$ cat config.mk
export PLATFORM = sky130hd
export DESIGN_NAME = seq_div_16
export DESIGN_NICKNAME = d
export VERILOG_FILES = /design/src/rtl/seq_div_16.sv
export SDC_FILE = /design/constraint.sdc
export NUM_CORES = 1
export LEC_CHECK = 0
export CAP_MARGIN = 20
export CELL_PAD_IN_SITES_DETAIL_PLACEMENT = 0
export CELL_PAD_IN_SITES_GLOBAL_PLACEMENT = 1
export CORE_UTILIZATION = 42
export DETAILED_ROUTE_END_ITERATION = 7
export GPL_TIMING_DRIVEN = 0
export HOLD_SLACK_MARGIN = 0.02
export PLACE_DENSITY = 0.84
export SLEW_MARGIN = 10
export SYNTH_ARGS = -nofsm -noshare
export SYNTH_HDL_FRONTEND = slang
export SYNTH_SLANG_ARGS = --single-unit
$ cat constraint.sdc
create_clock -name clk -period 3.2 [get_ports clk]
set_input_delay 0.48 -clock clk [delete_from_list [all_inputs] [get_ports clk]]
set_output_delay 0.48 -clock clk [all_outputs]
set_load 0.05 [all_outputs]
$ cat src/rtl/seq_div_16.sv
// 16-bit unsigned restoring divider: one quotient bit per clock, MSB first.
// Results are registered only at the end and held until the next completion.
module seq_div_16 (
  input  logic        clk,
  input  logic        rst_n,
  input  logic        start,
  input  logic [15:0] dividend,
  input  logic [15:0] divisor,
  output logic        busy,
  output logic        done,
  output logic [15:0] quotient,
  output logic [15:0] remainder,
  output logic        div_by_zero
);

  typedef enum logic [1:0] {IDLE, RUN, DONE} state_t;

  state_t      state, state_nxt;
  logic [4:0]  cnt;
  logic [15:0] dvd;      // dividend bits shift out the top, quotient bits shift in the bottom
  logic [15:0] dsr;
  logic [15:0] prem;
  logic [16:0] trial_in, trial;
  logic        ge;
  logic [15:0] prem_nxt, q_nxt;
  logic        accept;

  assign accept = start && (state != RUN);
  assign busy   = (state == RUN);
  assign done   = (state == DONE);

  // prem < dsr always holds, so trial_in < 2*dsr and bit 16 of the
  // difference is set exactly when the subtraction would go negative.
  always_comb begin
    trial_in = {prem, dvd[15]};
    trial    = trial_in - {1'b0, dsr};
    ge       = ~trial[16];
    prem_nxt = ge ? trial[15:0] : trial_in[15:0];
    q_nxt    = {dvd[14:0], ge};
  end

  always_comb begin
    state_nxt = state;
    case (state)
      IDLE: if (start) state_nxt = (divisor == 16'd0) ? DONE : RUN;
      RUN:  if (cnt == 5'd15) state_nxt = DONE;
      DONE: begin
        if (start) state_nxt = (divisor == 16'd0) ? DONE : RUN;
        else       state_nxt = IDLE;
      end
      default: state_nxt = IDLE;
    endcase
  end

  always_ff @(posedge clk or negedge rst_n) begin
    if (!rst_n) state <= IDLE;
    else        state <= state_nxt;
  end

  always_ff @(posedge clk or negedge rst_n) begin
    if (!rst_n) begin
      cnt         <= '0;
      dvd         <= '0;
      dsr         <= '0;
      prem        <= '0;
      quotient    <= '0;
      remainder   <= '0;
      div_by_zero <= 1'b0;
    end else if (accept) begin
      if (divisor == 16'd0) begin
        quotient    <= 16'hFFFF;
        remainder   <= dividend;
        div_by_zero <= 1'b1;
      end else begin
        dvd  <= dividend;
        dsr  <= divisor;
        prem <= '0;
        cnt  <= '0;
      end
    end else if (state == RUN) begin
      dvd  <= q_nxt;
      prem <= prem_nxt;
      cnt  <= cnt + 5'd1;
      if (cnt == 5'd15) begin
        quotient    <= q_nxt;
        remainder   <= prem_nxt;
        div_by_zero <= 1'b0;
      end
    end
  end

endmodule

Word level (Yosys, flattened, before mapping):

Cells that the tools add are included.

* add/sub/neg operators: 2
* reductions and logical operators: 9
* muxes and demuxes: 27
* bitwise operators: 2
* equal/unequal tests: 8

Operator list (number)
* $mux 16: 15
* $sub 17x16->17: 1
* $logic_not 16->1: 1
* $mux 5: 3
* $mux 2: 4
* $ne 2x1->1 const B: 3
* $pmux 2 s3: 1
* $reduce_and 2->1: 3
* $add 5x1->5 const B: 1
* $eq 5x4->1 const B: 1
* $mux 1: 4
* $ne 2x2->1 const B: 2
* $reduce_bool 2->1: 2
* $reduce_and 3->1: 1
* $eq 2x1->1 const B: 1
* $eq 2x2->1 const B: 1
* $logic_not 2->1: 1
* $not 1->1: 2
* $logic_and 1x1->1: 1

* input bits: 35
* logic and storage cells: 56
* output and inout port bits: 35
* register bits after elaboration: 88

Depth between registers and ports, before layout:

Gate-level depths: netlist of run 1.

* word-level depth: 5
* mapped depth: 11
* depth with buffers taken out: 10

Worst setup path after synthesis of run 1:

No wires, ideal clock.

* path kind: reg2reg
* start: register dvd[15]
* end: register remainder[14]
* path buffers: 0
* setup time: 0.088 ns
* required time: 3.112 ns
* stages on the path, launching flop included: 11
* path slack: 0.370 ns
* period minus slack after synthesis: 2.830 ns
* arrival: 2.741 ns
* path through: dfrtp_1 inv_1 ha_1 fa_1 nand2b_1 a21o_1 a31oi_1 a21oi_4 xnor2_2 or4_4 a41oi_1

* cells in the longest elaborated chain, start to end: 5

Ends and longest elaborated chain
* start, declared: line 20 `logic [15:0] dvd;`
* start signal, assigned: line 75 `dvd <= dividend;`
* start signal, assigned: line 81 `dvd <= q_nxt;`
* $sub 17x16->17: line 36 `trial = trial_in - {1'b0, dsr};`
* $mux 16: line 38 `prem_nxt = ge ? trial[15:0] : trial_in[15:0];`
* $mux 16: line 84 `if (cnt == 5'd15) begin`
* $mux 16: line 80 `end else if (state == RUN) begin`
* $mux 16: line 69 `end else if (accept) begin`
* end signal, assigned: line 72 `remainder <= dividend;`
* end signal, assigned: line 86 `remainder <= prem_nxt;`
* end, declared: line 12 `output logic [15:0] remainder,`

No other way between the ends. The select of a mux whose other input is x is not followed.
A chain may end at the register's enable or synchronous reset.

Worst setup path in the final report of run 1:

* start: register dvd[15]
* end: register prem[5]

* cells in the longest elaborated chain, start to end: 4

Ends and longest elaborated chain
* $sub 17x16->17: line 36
* $mux 16: line 38
* $mux 16: line 80
* $mux 16: line 69
* end signal, assigned: line 82 `prem <= prem_nxt;`
* end, declared: line 22 `logic [15:0] prem;`

No other way between the ends. The select of a mux whose other input is x is not followed.

==> flow_summary.yaml, run 1 <==
global_route:
  grt_pass1_vias: 4330
  grt_max_degree: 58
  grt_remaining_overflow: 0
  global_route.usage.met2_pct: 39.17
  grt_usage_pct: 24.60
  grt_antenna_before_repair: 0
  grt_first_pass_wirelength_um: 21970
  met3_usage_pct: 5.691
  globalRouteMet1Util_pct: 32.56
  grt.busiest_layer: "met2"
finish:
  layout.cells.most_common_list: "sky130_fd_sc_hd__dfrtp_1, sky130_fd_sc_hd__nand2_1, sky130_fd_sc_hd__clkdlybuf4s50_1"
  combined_area_of_the_multi_input_logic_cells_sq_um: 2415
  diodes: 0
  post_route_cells_drive_above_1_share_pct: 10.17
  layout_commonest_cell: "sky130_fd_sc_hd__dfrtp_1"
  layout.nets: 640
  fill_cell_count: 988
  post-route-util_pct: 55.14
  regArea_sq_um: 2202
  syn_to_final_growth_pct: 25.67
  final_area_sq_um: 6082
synth:
  ys_ff_latch: 88
  netlist-cell-type-count: 51
  cell_count_after_synthesis: 504
  yosys-top-cells-area: "sky130_fd_sc_hd__dfrtp_1, sky130_fd_sc_hd__nand2_1, sky130_fd_sc_hd__ha_1"
  area_of_the_mapped_netlist_sq_um: 4840
  synth_fp_nets: 558
  yosysSeqAreaShare_pct: 45.50
  synth_top_cell_area_share_pct: 45.50
  yosys_warnings: 0
  post-synth-top-area-cell: "sky130_fd_sc_hd__dfrtp_1"
  syn_area_per_cell_sq_um: 9.602
clock_tree:
  postCtsHoldBufs: 0
  clock_insertion_delay_worst_skew_ns: 0.34
  clock-root-buffer: "sky130_fd_sc_hd__clkbuf_16"
  cts_buffers: 9
  path_clk_slew_ns: 0.07
  clock-sinks: 88
  tritoncts: "done"
  ctsLongestPathBuffers: 2
  number_of_levels_in_the_clock_h_tree: 3
timing:
  tcrit_tclk_final_pct: 93.83
  finalSetupViolations: 0
  worst_pin_slew_ns: 0.6085
  number_of_endpoints_with_negative_hold_slack_in_the_final_report: 0
  period_minus_slack_ns: 3.003
  finalClockSkew_ns: 0.008560
  timing.fmax_mhz: 333.0
  slew-limit-headroom_pct: 59.43
  rsz_0062_raised_after_global_routing: "false"
  drv_slew: 0
  totalNegativeSetupSlack_ns: 0
floorplan:
  die_area_sq_um: 11960
  ios: 70
  die-width_um: 109.3
  std_cell_rows: 38
  die_y_um: 109.3
  core_region_area_sq_um: 11030
  initial_core_utilization_pct: 43.87
worst_setup_path:
  critical_path_cell_by_cell: "inv_1, ha_1, fa_1, nand2b_1, a21o_1, a31oi_4, a21oi_4, xnor2_2, clkbuf_8, mux2i_1, mux2_2"
  worst-endpoint-required_ns: 3.49
  max_stage_delay_ns: 0.41
  timing.critical_path.max_delay_family: "adder cells"
  cp.buffers_inverters: 2
  critical_path_class: "register to register"
  worst-endpoint-arrival_ns: 3.29
  kind_of_start_point_of_the_critical_path: "register"
  path_max_fanout: 10
  cp_slowest_cell: "sky130_fd_sc_hd__fa_1"
  worstSetupEndpointType: "register"
placement:
  dpl.hpwl_um: 10040
  port-buffer-count: 69
  globalplace.congestion: 0.8249
  placed_cell_area_sq_um: 5731
detailed_routing:
  first_iter_violations: 255
  drtAntennaViolNets: 0
  post_route_drc_violation_count: 0
  via_count: 4207
  wl_cell_um: 18.43
  drt_pre_antenna_iters: 4
  detail_route.vias_per_cell: 5.763
  detail_route.wirelength_um: 13460
run:
  cap_violations: 0
run_status:
  run_status: "finished clean"
hold_path:
  hold_path.class: "input port to async pin"
metal layers:
metal  share of wire, %  wire (um)
met1                 44       5875
met2                 48       6417
met3                6.3        844
met4                2.4        318
met5                  0          0
cell type report:
class	count	share of cell area, %
timing repair buffer	71	11.89
buffer	26	2.798
clock buffer	9	3.703
multi-input combinational	369	39.70
clock inverter	6	1.522
inverter	21	1.296
sequential	88	36.21
tap	140	2.880
state kept, by name, indices dropped and copies added (netlist names):
register,count
cnt,5
div_by_zero,1
dsr,16
dvd,16
prem,16
quotient,16
remainder,16
state,2
path summary, 6_finish.rpt:
kind                            cells past startpoint                startpoint                       end  slack [ns]
worst max-delay path                               11       dvd[15]$_DFFE_PN0P_       prem[5]$_DFFE_PN0P_        0.20
max in group asynchronous                           2                     rst_n  remainder[8]$_DFFE_PN0P_        2.47
worst min register to register                      1  quotient[13]$_DFFE_PN0P_  quotient[13]$_DFFE_PN0P_        0.49
min in group clk                                    1  quotient[13]$_DFFE_PN0P_  quotient[13]$_DFFE_PN0P_        0.49
worst max register to register                     11       dvd[15]$_DFFE_PN0P_       prem[5]$_DFFE_PN0P_        0.20
worst min-delay path                                1                     rst_n       prem[4]$_DFFE_PN0P_        0.08
synth_stat cells (all sizes together):
master  instances
a31oi          23
o21ai          31
o41ai           1
nand2b         11
and2            4
o221ai          6
nand3          12
o21a            1
or2b            1
a41oi           1
nand4           2
dfrtp          88
a21boi          1
o22ai           3
inv            20
mux2i          13
a211oi          4
xor2            4
a22o            2
or4             2
o22a           19
a21oi          27
o21bai          1
a32oi           3
nor2b           3
fa              1
nand2          74
a211o           1
nor3            6
buf             5
clkbuf         21
nor2           43
o211ai          6
xnor2           9
and4            1
clkinv          1
mux2           20
ha             18
a21o            5
and3            3
nor4            7
cells by family (layout without fill, tap and decap cells):
family	count (synthesis)	count (layout)	share of synthesized area, %
AO/OA/AOI/OAI	135	135	18.64
XOR/XNOR	13	13	2.663
adder cells (fa/ha/maj)	19	19	5.067
buffers and inverters	47	133	5.145
flip-flops	88	88	45.50
multiplexers	33	33	7.342
AND/OR/NAND/NOR	169	169	15.64
per-stage QoR:
stage / setup WS (ns) / hold slack, ns / std cells
floorplan: 0.3701 / 0.1844 / 504
detailed placement: -0.2018 / 0.4647 / 714
global placement: -1.571 / 0.4717 / 713
CTS: 0.09726 / 0.09586 / 729
finish: 0.1974 / 0.08475 / 730
global route: 0.01640 / 0.1166 / 730
what timing repair did:
action / in CTS / in global routing
setup endpoints to repair: 8 / 22
buffers inserted: 0 / 1
gates resized for setup: 1 / 2
pin swaps: 0 / 1
cloned: 0 / 0
Power of run 1 is not shown: default switching activity piles up to over one toggle a cycle in this logic, so the estimate is an artifact.
==> run 2: changes to the inputs <==
--- a/config.mk
+++ b/config.mk
@@ -8,11 +8,11 @@
 export CAP_MARGIN = 20
 export CELL_PAD_IN_SITES_DETAIL_PLACEMENT = 0
 export CELL_PAD_IN_SITES_GLOBAL_PLACEMENT = 1
-export CORE_UTILIZATION = 42
+export CORE_UTILIZATION = 45
 export DETAILED_ROUTE_END_ITERATION = 7
 export GPL_TIMING_DRIVEN = 0
 export HOLD_SLACK_MARGIN = 0.02
-export PLACE_DENSITY = 0.84
+export PLACE_DENSITY = 0.89
 export SLEW_MARGIN = 10
 export SYNTH_ARGS = -nofsm -noshare
 export SYNTH_HDL_FRONTEND = slang
==> constraint.sdc (replaced) <==
create_clock -name clk -period 3.5 [get_ports clk]
set_input_delay 0.525 -clock clk [delete_from_list [all_inputs] [get_ports clk]]
set_output_delay 0.525 -clock clk [all_outputs]
set_load 0.05 [all_outputs]
==> run 2 against run 1 <==
Net effect: utilization increased by 2.0 points; critical endpoint is now prem[12]$_DFFE_PN0P_; critical path depth did not move; via count shrank 1.4%.
==> flow_summary.yaml, run 2 (same netlist as run 1, synthesis figures left out) <==
finish:
  diodes: 0
  layout.cells.most_common_list: "sky130_fd_sc_hd__dfrtp_1, sky130_fd_sc_hd__nand2_1, sky130_fd_sc_hd__clkdlybuf4s50_1"
  fill_cell_count: 965
  regArea_sq_um: 2202
  post-route-util_pct: 57.18
  layout.nets: 639
  combined_area_of_the_multi_input_logic_cells_sq_um: 2395
  post_route_cells_drive_above_1_share_pct: 10.17
  syn_to_final_growth_pct: 22.52
  layout_commonest_cell: "sky130_fd_sc_hd__dfrtp_1"
clock_tree:
  clock-sinks: 88
  ctsLongestPathBuffers: 2
  post_cts_buffers: 0
  clock-root-buffer: "sky130_fd_sc_hd__clkbuf_8"
  clock_insertion_delay_worst_skew_ns: 0.37
  post_cts_resized: 1
  tritoncts: "done"
  postCtsHoldBufs: 0
  path_clk_slew_ns: 0.10
  cts_buffers: 9
  number_of_levels_in_the_clock_h_tree: 3
timing:
  finalSetupViolations: 0
  number_of_endpoints_with_negative_hold_slack_in_the_final_report: 0
  drv_slew: 0
  finalClockSkew_ns: 0.01061
  slew-limit-headroom_pct: 43.45
  period_minus_slack_ns: 3.342
  rsz_0062_raised_after_global_routing: "false"
  final_critical_path_setup_slack_ns: 0.1584
  timing.fmax_mhz: 299.3
  tcrit_tclk_final_pct: 95.48
  worst_pin_slew_ns: 0.8373
floorplan:
  core_region_area_sq_um: 10370
  die_y_um: 105.7
  die-width_um: 105.7
  std_cell_rows: 37
  die_area_sq_um: 11170
  initial_core_utilization_pct: 46.67
  ios: 70
hold_path:
  hold_path.class: "input port to async pin"
global_route:
  grt_max_degree: 54
  grt_remaining_overflow: 0
  grt_first_pass_wirelength_um: 21630
  grt_pass1_vias: 4143
  grt_antenna_before_repair: 0
  grt_usage_pct: 25.22
detailed_routing:
  via_count: 4146
  drt_pre_antenna_iters: 5
  drtAntennaViolNets: 0
  first_iter_violations: 308
  detail_route.vias_per_cell: 5.711
  wl_cell_um: 18.35
  post_route_drc_violation_count: 0
  detail_route.wirelength_um: 13320
worst_setup_path:
  path_max_fanout: 10
  worstSetupEndpointType: "register"
  kind_of_start_point_of_the_critical_path: "register"
  worst-endpoint-arrival_ns: 3.56
  worst-endpoint-required_ns: 3.72
  critical_path_class: "register to register"
run:
  cap_violations: 0
placement:
  port-buffer-count: 69
  globalplace.congestion: 0.8958
  dpl.hpwl_um: 10150
  pre_cts_slack_ns: 0.001705
run_status:
  run_status: "finished clean"
## run 2: metal layers
layer	wire length, um	up-vias	global-route usage, %
met5	0	-	0
met4	151	0	6.448
met3	550	14	4.515
met2	6289	116	40.34
met1	6331	2059	35.38
li1	-	1957	-
## run 2: path summary, 6_finish.rpt
path / startpoint / to / slack (ns) / cells past startpoint
worst min-delay path: rst_n / prem[12]$_DFFE_PN0P_ / 0.12 / 1
worst min register to register: quotient[7]$_DFFE_PN0P_ / quotient[7]$_DFFE_PN0P_ / 0.50 / 1
worst max-delay path: dvd[15]$_DFFE_PN0P_ / prem[12]$_DFFE_PN0P_ / 0.16 / 11
max in group asynchronous: rst_n / prem[6]$_DFFE_PN0P_ / 2.76 / 2
min in group clk: quotient[7]$_DFFE_PN0P_ / quotient[7]$_DFFE_PN0P_ / 0.50 / 1
worst max register to register: dvd[15]$_DFFE_PN0P_ / prem[12]$_DFFE_PN0P_ / 0.16 / 11
## run 2: final cells by class
type	count	share of cell area, %
buffer	26	2.870
clock buffer	9	2.089
clock inverter	7	1.245
inverter	21	1.329
multi-input combinational	369	40.39
sequential	88	37.14
tap	136	2.870
timing repair buffer	70	12.07
## run 2: stage by stage
| stage | hold WS [ns] | instances | cell area (sq um) | TNS [ns] |
|---|---|---|---|---|
| after floorplan | 0.2294 | 504 | 4840 | 0 |
| after global placement | 0.4681 | 709 | 5700 | -115.23 |
| after detailed placement | 0.4765 | 710 | 5725 | 0 |
| after CTS | 0.1265 | 726 | 5929 | 0 |
| after global routing | 0.1453 | 726 | 5929 | 0 |
| final | 0.1181 | 726 | 5929 | 0 |
## run 2: critical path, cell delays in order, from the launching register on
cell and delay (ns):
sky130_fd_sc_hd__dfrtp_1 0.41, sky130_fd_sc_hd__inv_1 0.08, sky130_fd_sc_hd__ha_1 0.23, sky130_fd_sc_hd__fa_1 0.39
sky130_fd_sc_hd__nand2b_1 0.20, sky130_fd_sc_hd__a21o_1 0.22, sky130_fd_sc_hd__a31oi_2 0.36, sky130_fd_sc_hd__a21oi_4 0.16
sky130_fd_sc_hd__xnor2_2 0.35, sky130_fd_sc_hd__buf_6 0.22, sky130_fd_sc_hd__mux2i_1 0.42, sky130_fd_sc_hd__o21ai_0 0.15
Power of run 2 is left out for the same reason.
==> run 3: changes to the inputs <==
--- a/config.mk
+++ b/config.mk
@@ -5,7 +5,6 @@
 export SDC_FILE = /design/constraint.sdc
 export NUM_CORES = 1
 export LEC_CHECK = 0
-export CAP_MARGIN = 20
 export CELL_PAD_IN_SITES_DETAIL_PLACEMENT = 0
 export CELL_PAD_IN_SITES_GLOBAL_PLACEMENT = 1
 export CORE_UTILIZATION = 45
==> results of run 3 <==
Same layout as run 2: the final DEF is identical, and so are final timing and power.
Power of run 3 is left out for the same reason.
